===== src/rtl/timer6_ctrl.sv =====
// rtl/timer6_ctrl.sv - front-panel button conditioning and mode sequencing for timer6
//
// Ports:
//   clk_i, reset_i                       clock, synchronous active-high reset
//   start_i, left_i, right_i, up_i, down_i raw asynchronous buttons (active-high, bouncy)
//   zero_i                               programmed time is all zeros
//   done_i                               countdown reached zero (may be one cycle)
//   run_o                                count enable to the datapath
//   inc_o, dec_o                         one-cycle digit increment/decrement at digitp_o
//   digitp_o                             cursor position 0..5 (sec ones .. hour tens)
//   mode_o                               0 EDIT, 1 RUN, 2 PAUSE, 3 ALARM
//   alarm_o                              high while in ALARM
module timer6_ctrl #(
  parameter int unsigned DEB_CYCLES   = 4,
  parameter int unsigned ALARM_CYCLES = 8
) (
  input  logic       clk_i,
  input  logic       reset_i,
  input  logic       start_i,
  input  logic       left_i,
  input  logic       right_i,
  input  logic       up_i,
  input  logic       down_i,
  input  logic       zero_i,
  input  logic       done_i,
  output logic       run_o,
  output logic       inc_o,
  output logic       dec_o,
  output logic [2:0] digitp_o,
  output logic [1:0] mode_o,
  output logic       alarm_o
);

  typedef enum logic [1:0] {
    EDIT  = 2'd0,
    RUN   = 2'd1,
    PAUSE = 2'd2,
    ALARM = 2'd3
  } state_t;

  // Counter values at which the *next* edge completes the interval.
  localparam logic [7:0]  DEB_LAST   = 8'(DEB_CYCLES - 1);
  localparam logic [15:0] ALARM_LAST = 16'(ALARM_CYCLES - 1);

  // Bit order: 4 start, 3 left, 2 right, 1 up, 0 down (also the priority order).
  logic [4:0] raw;
  logic [4:0] s1, s2, deb, deb_prev;
  logic [7:0] deb_cnt [5];
  logic [4:0] press;

  assign raw = {start_i, left_i, right_i, up_i, down_i};

  always_ff @(posedge clk_i) begin
    if (reset_i) begin
      s1       <= '0;
      s2       <= '0;
      deb      <= '0;
      deb_prev <= '0;
      for (int i = 0; i < 5; i++) deb_cnt[i] <= '0;
    end else begin
      s1       <= raw;
      s2       <= s1;
      deb_prev <= deb;
      for (int i = 0; i < 5; i++) begin
        if (s2[i] == deb[i]) begin
          deb_cnt[i] <= '0;
        end else if (deb_cnt[i] == DEB_LAST) begin
          deb[i]     <= s2[i];
          deb_cnt[i] <= '0;
        end else begin
          deb_cnt[i] <= deb_cnt[i] + 8'd1;
        end
      end
    end
  end

  assign press = deb & ~deb_prev;

  // Only the highest-priority press of a cycle survives; the rest are dropped.
  logic p_start, p_left, p_right, p_up, p_down, any_press;

  always_comb begin
    p_start = 1'b0;
    p_left  = 1'b0;
    p_right = 1'b0;
    p_up    = 1'b0;
    p_down  = 1'b0;
    if (press[4])      p_start = 1'b1;
    else if (press[3]) p_left  = 1'b1;
    else if (press[2]) p_right = 1'b1;
    else if (press[1]) p_up    = 1'b1;
    else if (press[0]) p_down  = 1'b1;
    any_press = |press;
  end

  state_t      state;
  logic [15:0] alarm_cnt;

  assign mode_o = state;

  always_ff @(posedge clk_i) begin
    if (reset_i) begin
      state     <= EDIT;
      digitp_o  <= 3'd0;
      run_o     <= 1'b0;
      inc_o     <= 1'b0;
      dec_o     <= 1'b0;
      alarm_o   <= 1'b0;
      alarm_cnt <= '0;
    end else begin
      inc_o <= 1'b0;
      dec_o <= 1'b0;
      case (state)
        EDIT: begin
          if (p_start) begin
            if (!zero_i) begin
              state <= RUN;
              run_o <= 1'b1;
            end
          end else if (p_left) begin
            digitp_o <= (digitp_o == 3'd5) ? 3'd0 : digitp_o + 3'd1;
          end else if (p_right) begin
            digitp_o <= (digitp_o == 3'd0) ? 3'd5 : digitp_o - 3'd1;
          end else if (p_up) begin
            inc_o <= 1'b1;
          end else if (p_down) begin
            dec_o <= 1'b1;
          end
        end
        RUN: begin
          // done_i outranks a simultaneous start press.
          if (done_i) begin
            state     <= ALARM;
            run_o     <= 1'b0;
            alarm_o   <= 1'b1;
            alarm_cnt <= '0;
          end else if (p_start) begin
            state <= PAUSE;
            run_o <= 1'b0;
          end
        end
        PAUSE: begin
          if (p_start) begin
            state <= RUN;
            run_o <= 1'b1;
          end else if (p_down) begin
            state <= EDIT;
          end
        end
        ALARM: begin
          // Any press only acknowledges the alarm; it has no editing effect.
          if (any_press || alarm_cnt == ALARM_LAST) begin
            state     <= EDIT;
            alarm_o   <= 1'b0;
            alarm_cnt <= '0;
          end else begin
            alarm_cnt <= alarm_cnt + 16'd1;
          end
        end
        default: begin
          state <= EDIT;
        end
      endcase
    end
  end

endmodule


===== config.mk =====
export PLATFORM = sky130hd
export DESIGN_NAME = timer6_ctrl
export DESIGN_NICKNAME = d
export VERILOG_FILES = /design/src/rtl/timer6_ctrl.sv
export SDC_FILE = /design/constraint.sdc
export NUM_CORES = 1
export LEC_CHECK = 0
export BUFFER_PORTS_ARGS = -buffer_cell sky130_fd_sc_hd__buf_2
export CAP_MARGIN = 30
export CORE_MARGIN = 10
export CORE_UTILIZATION = 45
export DETAILED_ROUTE_END_ITERATION = 7
export GPL_TIMING_DRIVEN = 1
export PLACE_DENSITY = 0.67
export RECOVER_POWER = 50
export SETUP_SLACK_MARGIN = 0.02
export SLEW_MARGIN = 10
export SYNTH_ARGS = -nofsm -noshare
export SYNTH_HDL_FRONTEND = slang
export SYNTH_SLANG_ARGS = --single-unit
export TNS_END_PERCENT = 100

===== constraint.sdc =====
create_clock -name clk_i -period 3.5 [get_ports clk_i]
set_input_delay 0.175 -clock clk_i [delete_from_list [all_inputs] [get_ports clk_i]]
set_output_delay 0.175 -clock clk_i [all_outputs]
set_load 0.1 [all_outputs]

==> impl_metrics.ini <==
[grt]
grt_max_degree = 39
met2_usage_pct = 17.3
grt_use_total_pct = 11.4
grt_util_met3_pct = 3.20
overflow = 0
grt_pass1_wl_um = 12300
grt_pass1_vias = 2726
top_usage_layer = met2
grtUsageMet1_pct = 14.8
grt_antenna_before_repair = 0

[sta]
fin_crit_ps = 2000
timing_hold_violations_final = 0
finalSetupTns_ps = 0
finalClockSkew_ps = 8.44
setup_violations = 0
max_slew_margin_pct = -9.22
fmaxAchievable_mhz = 500
grt_setup_unrepaired = no
slew_viol_final = 39
layout_setup_ws_ps = 1500
period_share_pct = 57.2
worst_slew_pin_slew_ps = 1640

[critical_path]
worst-path-max-fanout = 11
critPathBufInv = 1
cp_cell_sequence = clkbuf_1
path_class = flip-flop to primary output
cpMaxStageDelayCell = clkbuf_1
cp-end-kind = primary output
startpoint_type = flip-flop
critPathMaxStageDelay_ps = 910
crit_required_ps = 3320
worst_ep_arrival_time_ps = 1830
cp_top_family = buffers and inverters

[synth]
synth_async_sr_flop_share_pct = 0
ys_seq_area_share_pct = 52.2
synth-edff-count = 40
syn_area_per_cell_um2 = 9.99
synthCells = 403
ys_ff_latch = 85
ys_types = 51
ys_warn_count = 0
syn_area_mm2 = 0.00403
ys.flop_type = dfxtp_1

[cts]
cts_root_buf = clkbuf_8
cts_max_path_buffers = 2
insertion_delay_ps = 350
cts_buffers = 9
post_cts.repair.setup_buffers = 0
cts_sinks = 85
post_cts_resized = 0
htree_levels = 3
cts_tree = yes
cts.clk_slew.worst_paths_ps = 70
postCtsHoldBufs = 0

[layout]
area_growth_pct = 11.8
drive_above_1_share_pct = 5.60
antenna-diode-count = 0
final_common_cell = nor2_1
fin_util_pct = 51.6
layout_common_cells = nor2_1 (60), dfxtp_1 (45), edfxtp_1 (40), conb_1 (40), nand3_1 (37)
final_nets = 476

[floorplan]
io-pin-count = 18
start_util_pct = 46.2
die_area_mm2 = 0.0131
die_height_um = 115
rows = 34
design.core.area_mm2 = 0.00872
die_x_um = 115

[detailed_routing]
avgViaCountPerCell = 5.07
routed_wl_um = 6950
vias = 2900
drt_iter0_markers = 93
drt_pass1_iterations = 4
post-route-drc-count = 0
avgRoutedWirePerCell_um = 12.2
ant_nets = 0

[placed_design]
io_buffers = 17
dp_slack_ps = 1760
finalWeightedCongestion = 0.826
dpl.hpwl_um = 5060

[outcome]
status = complete, but fails checks
violations = capacitance limit, slew limit

[pwr]
vdd_drop_max_mv = 0.233
p_leak_nw = 1.66
power_density_mw_per_mm2 = 408
p_total_mw = 1.84

[min_path]
hold_path.class = input port to flip-flop

[flow_run]
cap_violations = 1
[Yosys cell counts, types with 2 or more instances]
master	number	area, um2
nor2_1	60	225
dfxtp_1	45	901
edfxtp_1	40	1200
nand3_1	37	185
xor2_1	28	245
nand2_1	26	97.6
nor2b_1	17	106
a21oi_1	16	80.1
and3_1	16	100
xnor2_1	13	114
a31oi_1	9	56.3
nand2b_1	9	56.3
o21ai_0	8	40.0
ha_1	7	87.6
inv_1	7	26.3
nor3_1	7	35.0
nand4_1	5	31.3
nor4_1	4	25.0
buf_6	3	33.8
clkbuf_1	3	11.3
mux2i_1	3	30.0
nor4b_1	3	26.3
a211oi_1	2	15.0
a311oi_1	2	17.5
and2_1	2	12.5
and4_1	2	17.5
buf_1	2	7.51
nand4_2	2	25.0
nor4_2	2	25.0
o21ai_1	2	10.0
[registers in the layout (all words and copies together) (netlist names)]
register	count
deb_cnt	40
alarm_cnt	16
deb	5
deb_prev	5
s1	5
s2	5
digitp_o	3
mode_o	2
alarm_o	1
dec_o	1
inc_o	1
run_o	1
[worst reg2reg max path: stages (launching register included)]
cell and delay, ps:
edfxtp_1 420, ha_1 240, nor4b_1 390, nand2_1 150, nand2_1 220, nor2_1 80
[per-layer routing]
layer / vias up / wire length, um
met5: - / 0
met4: 0 / 121
met3: 11 / 239
met2: 27 / 3190
met1: 1351 / 3400
li1: 1511 / -
[logic make-up after synthesis]
logic type | Yosys count | share of synthesized area (%)
xor+xnor | 41 | 8.92
simple gates | 198 | 25.6
fa+ha+maj | 7 | 2.17
buf+inv | 17 | 2.27
flops | 85 | 52.2
mux | 3 | 0.746
other cells | 1 | 0.0931
compound gates | 51 | 7.98
[per-stage QoR]
| step | instances | hold WS (ps) | area (um2) |
|---|---|---|---|
| floorplan | 442 | 303 | 4170 |
| global placement | 557 | 388 | 4330 |
| detailed placement | 557 | 388 | 4330 |
| CTS | 572 | 22.6 | 4520 |
| global route | 572 | 23.3 | 4500 |
| finish | 572 | 36.1 | 4500 |
[final cells by class]
| cell class | instances | area (um2) |
|---|---|---|
| flip-flops and latches | 85 | 2100 |
| repair buffers | 17 | 72.6 |
| clock inverters | 1 | 30.0 |
| clock buffers | 14 | 163 |
| fillers | 790 | 4220 |
| inverters | 7 | 26.3 |
| well taps | 108 | 135 |
| multi-input cells | 340 | 1970 |
[worst paths after layout]
path | startpoint | to | slack [ps] | cells after the start
setup / recovery | mode_o[0] | mode_o[0] | 1500 | 1
hold / removal | down_i | s1[0] | 40 | 2
setup reg to reg | deb_cnt[2][0] | deb_cnt[2][2] | 1750 | 5
hold reg to reg | s1[4] | s2[4] | 430 | 1
[where the power goes]
group          leakage [nW]  internal (mW)  total [mW]  switching (mW)
Clock                0.0968          0.366       0.685           0.319
Combinational         0.791         0.0259      0.0655          0.0395
Sequential            0.777           1.06        1.09          0.0230
Power figures use the tool's default switching activity.
